[src/rtl/wb_req_master.sv]
// wb_req_master
//   Turns single commands from a valid/ready request channel into Wishbone
//   classic cycles. It retries on wb_rty_i up to RETRY_MAX times, with a
//   one-cycle backoff between attempts, and aborts a cycle when the slave is
//   silent for TIMEOUT cycles. Each command returns exactly one response on a
//   valid/ready response channel.
//
// Parameters
//   RETRY_MAX  maximum number of re-issues after wb_rty_i (default 3)
//   TIMEOUT    idle BUS cycles before abort, 1..65535 (default 255)
//
// Ports
//   clk_i, rst_i                  clock (rising edge), async active-low reset
//   req_valid/req_ready           command handshake
//   req_we/adr/dat/sel            command payload
//   rsp_valid/rsp_ready           response handshake
//   rsp_dat, rsp_status           read data (0 unless ok read), status
//                                 00 ok, 01 err, 10 retry-exhausted, 11 timeout
//   wb_*_o / wb_*_i               Wishbone master interface
module wb_req_master #(
  parameter int unsigned RETRY_MAX = 3,
  parameter int unsigned TIMEOUT   = 255
) (
  input  logic        clk_i,
  input  logic        rst_i,
  input  logic        req_valid,
  output logic        req_ready,
  input  logic        req_we,
  input  logic [31:0] req_adr,
  input  logic [31:0] req_dat,
  input  logic [3:0]  req_sel,
  output logic        rsp_valid,
  input  logic        rsp_ready,
  output logic [31:0] rsp_dat,
  output logic [1:0]  rsp_status,
  output logic [31:0] wb_adr_o,
  output logic [31:0] wb_dat_o,
  output logic [3:0]  wb_sel_o,
  output logic        wb_we_o,
  output logic        wb_cyc_o,
  output logic        wb_stb_o,
  input  logic [31:0] wb_dat_i,
  input  logic        wb_ack_i,
  input  logic        wb_err_i,
  input  logic        wb_rty_i
);

  localparam int unsigned RW = (RETRY_MAX < 1) ? 1 : $clog2(RETRY_MAX + 1);
  localparam int unsigned TW = (TIMEOUT < 1) ? 1 : $clog2(TIMEOUT + 1);
  localparam logic [RW-1:0] RMAX = RW'(RETRY_MAX);
  localparam logic [TW-1:0] TMAX = TW'(TIMEOUT);

  localparam logic [1:0] ST_OK   = 2'b00;
  localparam logic [1:0] ST_ERR  = 2'b01;
  localparam logic [1:0] ST_RTYX = 2'b10;
  localparam logic [1:0] ST_TMO  = 2'b11;

  typedef enum logic [1:0] {
    S_IDLE,
    S_BUS,
    S_BACKOFF,
    S_RESP
  } state_t;

  state_t        r_state;
  logic [RW-1:0] r_retry;
  logic [TW-1:0] r_tmo;
  logic [TW-1:0] w_tmo_next;

  logic          r_req_ready;
  logic          r_rsp_valid;
  logic [31:0]   r_rsp_dat;
  logic [1:0]    r_rsp_status;
  logic [31:0]   r_adr;
  logic [31:0]   r_dat;
  logic [3:0]    r_sel;
  logic          r_we;
  logic          r_cyc;

  // r_tmo never exceeds TIMEOUT-1 while in BUS, so the increment fits in TW bits
  assign w_tmo_next = r_tmo + 1'b1;

  // All outputs are registers updated alongside the state, so each one
  // already reflects the state being entered on the same edge.
  always_ff @(posedge clk_i or negedge rst_i) begin
    if (!rst_i) begin
      r_state      <= S_IDLE;
      r_retry      <= '0;
      r_tmo        <= '0;
      r_req_ready  <= 1'b0;
      r_rsp_valid  <= 1'b0;
      r_rsp_dat    <= '0;
      r_rsp_status <= ST_OK;
      r_adr        <= '0;
      r_dat        <= '0;
      r_sel        <= '0;
      r_we         <= 1'b0;
      r_cyc        <= 1'b0;
    end else begin
      case (r_state)
        S_IDLE: begin
          if (req_valid && r_req_ready) begin
            r_adr       <= req_adr;
            r_dat       <= req_dat;
            r_sel       <= req_sel;
            r_we        <= req_we;
            r_retry     <= '0;
            r_tmo       <= '0;
            r_req_ready <= 1'b0;
            r_cyc       <= 1'b1;
            r_state     <= S_BUS;
          end else begin
            // also raises req_ready on the first edge after reset release
            r_req_ready <= 1'b1;
          end
        end

        S_BUS: begin
          if (wb_ack_i) begin
            r_rsp_dat    <= r_we ? '0 : wb_dat_i;
            r_rsp_status <= ST_OK;
            r_rsp_valid  <= 1'b1;
            r_cyc        <= 1'b0;
            r_state      <= S_RESP;
          end else if (wb_err_i) begin
            r_rsp_dat    <= '0;
            r_rsp_status <= ST_ERR;
            r_rsp_valid  <= 1'b1;
            r_cyc        <= 1'b0;
            r_state      <= S_RESP;
          end else if (wb_rty_i) begin
            if (r_retry < RMAX) begin
              r_retry <= r_retry + 1'b1;
              r_tmo   <= '0;
              r_cyc   <= 1'b0;
              r_state <= S_BACKOFF;
            end else begin
              r_rsp_dat    <= '0;
              r_rsp_status <= ST_RTYX;
              r_rsp_valid  <= 1'b1;
              r_cyc        <= 1'b0;
              r_state      <= S_RESP;
            end
          end else begin
            r_tmo <= w_tmo_next;
            if (w_tmo_next == TMAX) begin
              r_rsp_dat    <= '0;
              r_rsp_status <= ST_TMO;
              r_rsp_valid  <= 1'b1;
              r_cyc        <= 1'b0;
              r_state      <= S_RESP;
            end
          end
        end

        S_BACKOFF: begin
          r_cyc   <= 1'b1;
          r_state <= S_BUS;
        end

        S_RESP: begin
          if (rsp_ready) begin
            r_rsp_valid <= 1'b0;
            r_req_ready <= 1'b1;
            r_state     <= S_IDLE;
          end
        end

        default: begin
          r_cyc       <= 1'b0;
          r_rsp_valid <= 1'b0;
          r_state     <= S_IDLE;
        end
      endcase
    end
  end

  assign req_ready  = r_req_ready;
  assign rsp_valid  = r_rsp_valid;
  assign rsp_dat    = r_rsp_dat;
  assign rsp_status = r_rsp_status;
  assign wb_adr_o   = r_adr;
  assign wb_dat_o   = r_dat;
  assign wb_sel_o   = r_sel;
  assign wb_we_o    = r_we;
  assign wb_cyc_o   = r_cyc;
  assign wb_stb_o   = r_cyc;

endmodule

[config.mk]
export PLATFORM = sky130hd
export DESIGN_NAME = wb_req_master
export DESIGN_NICKNAME = d
export VERILOG_FILES = /design/src/rtl/wb_req_master.sv
export SDC_FILE = /design/constraint.sdc
export NUM_CORES = 1
export LEC_CHECK = 0
export CORE_MARGIN = 8
export CORE_UTILIZATION = 35
export CTS_BUF_LIST = sky130_fd_sc_hd__clkbuf_4 sky130_fd_sc_hd__clkbuf_8 sky130_fd_sc_hd__clkbuf_16
export DETAILED_ROUTE_END_ITERATION = 10
export PLACE_DENSITY = 0.72
export SETUP_SLACK_MARGIN = 0.2
export SKIP_LAST_GASP = 1
export SYNTH_ARGS = -nofsm -noshare
export SYNTH_HDL_FRONTEND = slang
export SYNTH_SLANG_ARGS = --single-unit
[constraint.sdc]
create_clock -name clk_i -period 2.8 [get_ports clk_i]
set_input_delay 0.28 -clock clk_i [delete_from_list [all_inputs] [get_ports clk_i]]
set_output_delay 0.28 -clock clk_i [all_outputs]
set_load 0.02 [all_outputs]
==> flow_summary_export.csv <==
group,metric,value,unit
status,run_status,"finished clean",
floorplan,initial_utilization,35.5,%
routing,num_vias,3500,
grt,grt_first_pass_wirelength,21300,um
final_layout,area.sequential,0.00295,mm2
logic_synthesis,synth_area,0.00467,mm2
worst_hold_path,hp-class,"input port to async pin",
floorplan,std_cell_rows,42,
clock_tree,cts.sinks,118,
floorplan,die_h,131,um
placed_design,port_buffers,214,
logic_synthesis,synth-main-ff-cell,"sky130_fd_sc_hd__dfrtp_1",
sta,fin_worst_skew,8.19,ps
sta,final.period_utilization,74.8,%
run,timing.max_cap.violations,0,
clock_tree,cts-root-to-sink-buffers,2,
clock_tree,cts_tree,"yes",
placed_design,hpwl,10200,um
power,power_density,1190,mW/mm2
final_layout,final_cells,741,
routing,drtAntennaViolNets,0,
clock_tree,cts.htree.levels,4,
power,leakagePower,0.00325,uW
sta,maxClockFrequency,477,MHz
routing,drc,0,
worst_setup_path,crit_path_end_kind,"flop",
logic_synthesis,synthesis.area_per_instance,14.1,um2
grt,global_route.overflow_total,0,
clock_tree,cts.clk_slew.worst_paths,50,ps
routing,first_iter_violations,170,
logic_synthesis,synth.lib_cells_used.distinct,39,
final_layout,fill_cells,1085,
final_layout,post_route_cells_drive_above_1_share,20.2,%
final_layout,multi_input_logic_area,0.00161,mm2
worst_setup_path,critPathArrivalTime,2430,ps
routing,viasPerCell,4.72,
logic_synthesis,yosysSeqAreaShare,63.3,%
clock_tree,worstSkewPairLatency,400,ps
grt,grt_pass1_vias,3745,
final_layout,layout-area-overhead-vs-synth,63.4,%
grt,grt_max_degree,59,
clock_tree,cts.root.buffer_cell,"sky130_fd_sc_hd__clkbuf_16",
routing,wl_per_cell,18.5,um
worst_setup_path,crit_required,3140,ps
placed_design,place_congestion,0.760,
grt,grtUsageTotal,15.7,%
floorplan,core_region_area,0.0131,mm2
sta,setup-violations-final,0,
sta,grt_setup_unrepaired,"no",
worst_setup_path,worstSetupStartpointType,"flop",
worst_setup_path,rr_worst_depth,7,
logic_synthesis,synth_edf_count,0,
floorplan,die_x,131,um
routing,final_wirelength,13700,um
logic_synthesis,synth.ff_latch_count,118,
sta,worst-slew-pin-transition,589,ps
sta,timing.final.crit_period,2090,ps
sta,hold_violations,0,
final_layout,finalNetCount,663,
final_layout,antennaDiodeCount,0,
worst_setup_path,worstPathMaxFanout,34,
floorplan,die_area,0.0173,mm2
sta,finalMaxSlewViolations,0,
logic_synthesis,synthesis.instances,330,
grt,antenna_found_initial,0,
logic_synthesis,ys_async_sr_fraction,100,%
floorplan,top_level_ports,215,
routing,firstDrtPassIters,4,
clock_tree,tritoncts.num_buffers,17,
placed_design,dpl.cell_count,708,
logic_synthesis,synthesis.nets,441,
worst_setup_path,setup.worst_path.class,"flop to flop",
power,vdd.ir_drop.worst,537,uV
logic_synthesis,synth-warning-count,0,
sta,fin_tns_setup,0,ps
sta,slew-limit-headroom,60.7,%
==> sequential cells by signal, indices dropped and copies added, names as in the netlist <==
register	cells
r_retry	2
r_state	2
r_tmo	8
req_ready	1
rsp_dat	32
rsp_status	2
rsp_valid	1
wb_adr_o	32
wb_cyc_o	1
wb_dat_o	32
wb_sel_o	4
wb_we_o	1
==> routing by layer <==
metal | global-route usage, % | share of wire, % | vias up | wire, um
li1 | - | - | 1642 | -
met1 | 17.1 | 39 | 1712 | 5400
met2 | 27.6 | 53 | 123 | 7280
met3 | 5.41 | 5.9 | 23 | 816
met4 | 6.25 | 1.7 | 0 | 231
met5 | 0 | 0 | - | 0
==> power by group <==
group          leakage, uW  total (uW)  internal (uW)  switching [uW]
clock network     0.000299        2190           1440             745
registers          0.00146        2940           2490             450
logic              0.00149        3970           2080            1890
total              0.00325        9090           6010            3080
==> critical path, stage by stage (launching register included) <==
cell,delay [ps]
sky130_fd_sc_hd__dfrtp_1,400
sky130_fd_sc_hd__ha_1,250
sky130_fd_sc_hd__nand3_2,150
sky130_fd_sc_hd__or2_0,270
sky130_fd_sc_hd__a211o_1,300
sky130_fd_sc_hd__nand3_4,80
sky130_fd_sc_hd__buf_4,340
sky130_fd_sc_hd__a22o_1,200
==> kinds of logic after synthesis <==
group,Yosys count,share of synthesized area (%)
compound gates,63,10.0
xor+xnor,3,0.563
fa+ha+maj,3,0.805
buf+inv,23,2.68
flops,118,63.3
mux,70,16.9
simple gates,50,5.77
==> synthesized netlist by cell type (4+ instances only) <==
library cell	n	area share, %
sky130_fd_sc_hd__inv_1	5	0.40
sky130_fd_sc_hd__buf_2	10	1.1
sky130_fd_sc_hd__nor2_1	14	1.1
sky130_fd_sc_hd__nand2b_1	4	0.54
sky130_fd_sc_hd__a21oi_1	9	0.97
sky130_fd_sc_hd__a22o_1	32	6.0
sky130_fd_sc_hd__o21ai_0	13	1.4
sky130_fd_sc_hd__mux2_2	69	17
sky130_fd_sc_hd__nand2_1	12	0.97
sky130_fd_sc_hd__clkbuf_1	4	0.32
sky130_fd_sc_hd__dfrtp_1	118	63
==> placed cells by master, fill, tap and decap left out, drive strengths merged, types with 2 or more instances in the layout <==
master         count
clkdlybuf4s50    213
dfrtp            118
mux2              70
a22o              32
clkbuf            24
nor2              14
o21ai             13
nand2             12
a21oi              9
buf                7
inv                5
nand3              5
nand2b             4
clkinv             4
nor3               3
ha                 3
a211o              2
and3               2
xor2               2
o41ai              2
bufinv             2
clkinvlp           2
nor3b              2
==> worst paths after layout <==
path | to | start | slack (ps)
max in group asynchronous | wb_adr_o[1] | rst_i | 1630
min in group clk_i | rsp_dat[22] | wb_dat_i[22] | 480
min reg2reg | rsp_valid | rsp_valid | 490
max | rsp_dat[28] | r_tmo[0] | 710
max reg2reg | rsp_dat[28] | r_tmo[0] | 710
min | wb_adr_o[7] | rst_i | 440
==> area by class of cell <==
| class | count | share of cell area [%] |
|---|---|---|
| Sequential cell | 118 | 38.7 |
| Timing Repair Buffer | 221 | 29.1 |
| Multi-Input combinational cell | 189 | 21.1 |
| Clock buffer | 24 | 6.68 |
| Tap cell | 176 | 2.89 |
| Clock inverter | 8 | 1.25 |
| Inverter | 5 | 0.246 |
==> per-stage QoR <==
stage                     area [um2]  total power (uW)  setup slack (ps)  hold slack (ps)  utilization, %
final                           7620              9090               705              438            58.0
after global routing            7620              9550               570              459            58.0
after CTS                       7620              9220               705              436            58.0
after detailed placement        7010              6990               539              330            53.4
after global placement          7010              6890               637              319            53.4
after floorplan                 4670              4930              1030            -15.6               -
==> repair_timing <==
item                                    4_1_cts  5_1_grt
gates resized for setup                       0        0
buffers inserted                              0        0
hold buffers                                  1        0
endpoints found under the setup margin        0        0
hold endpoints to repair                     43        0
Note: power is estimated with default switching activity, not from simulation.
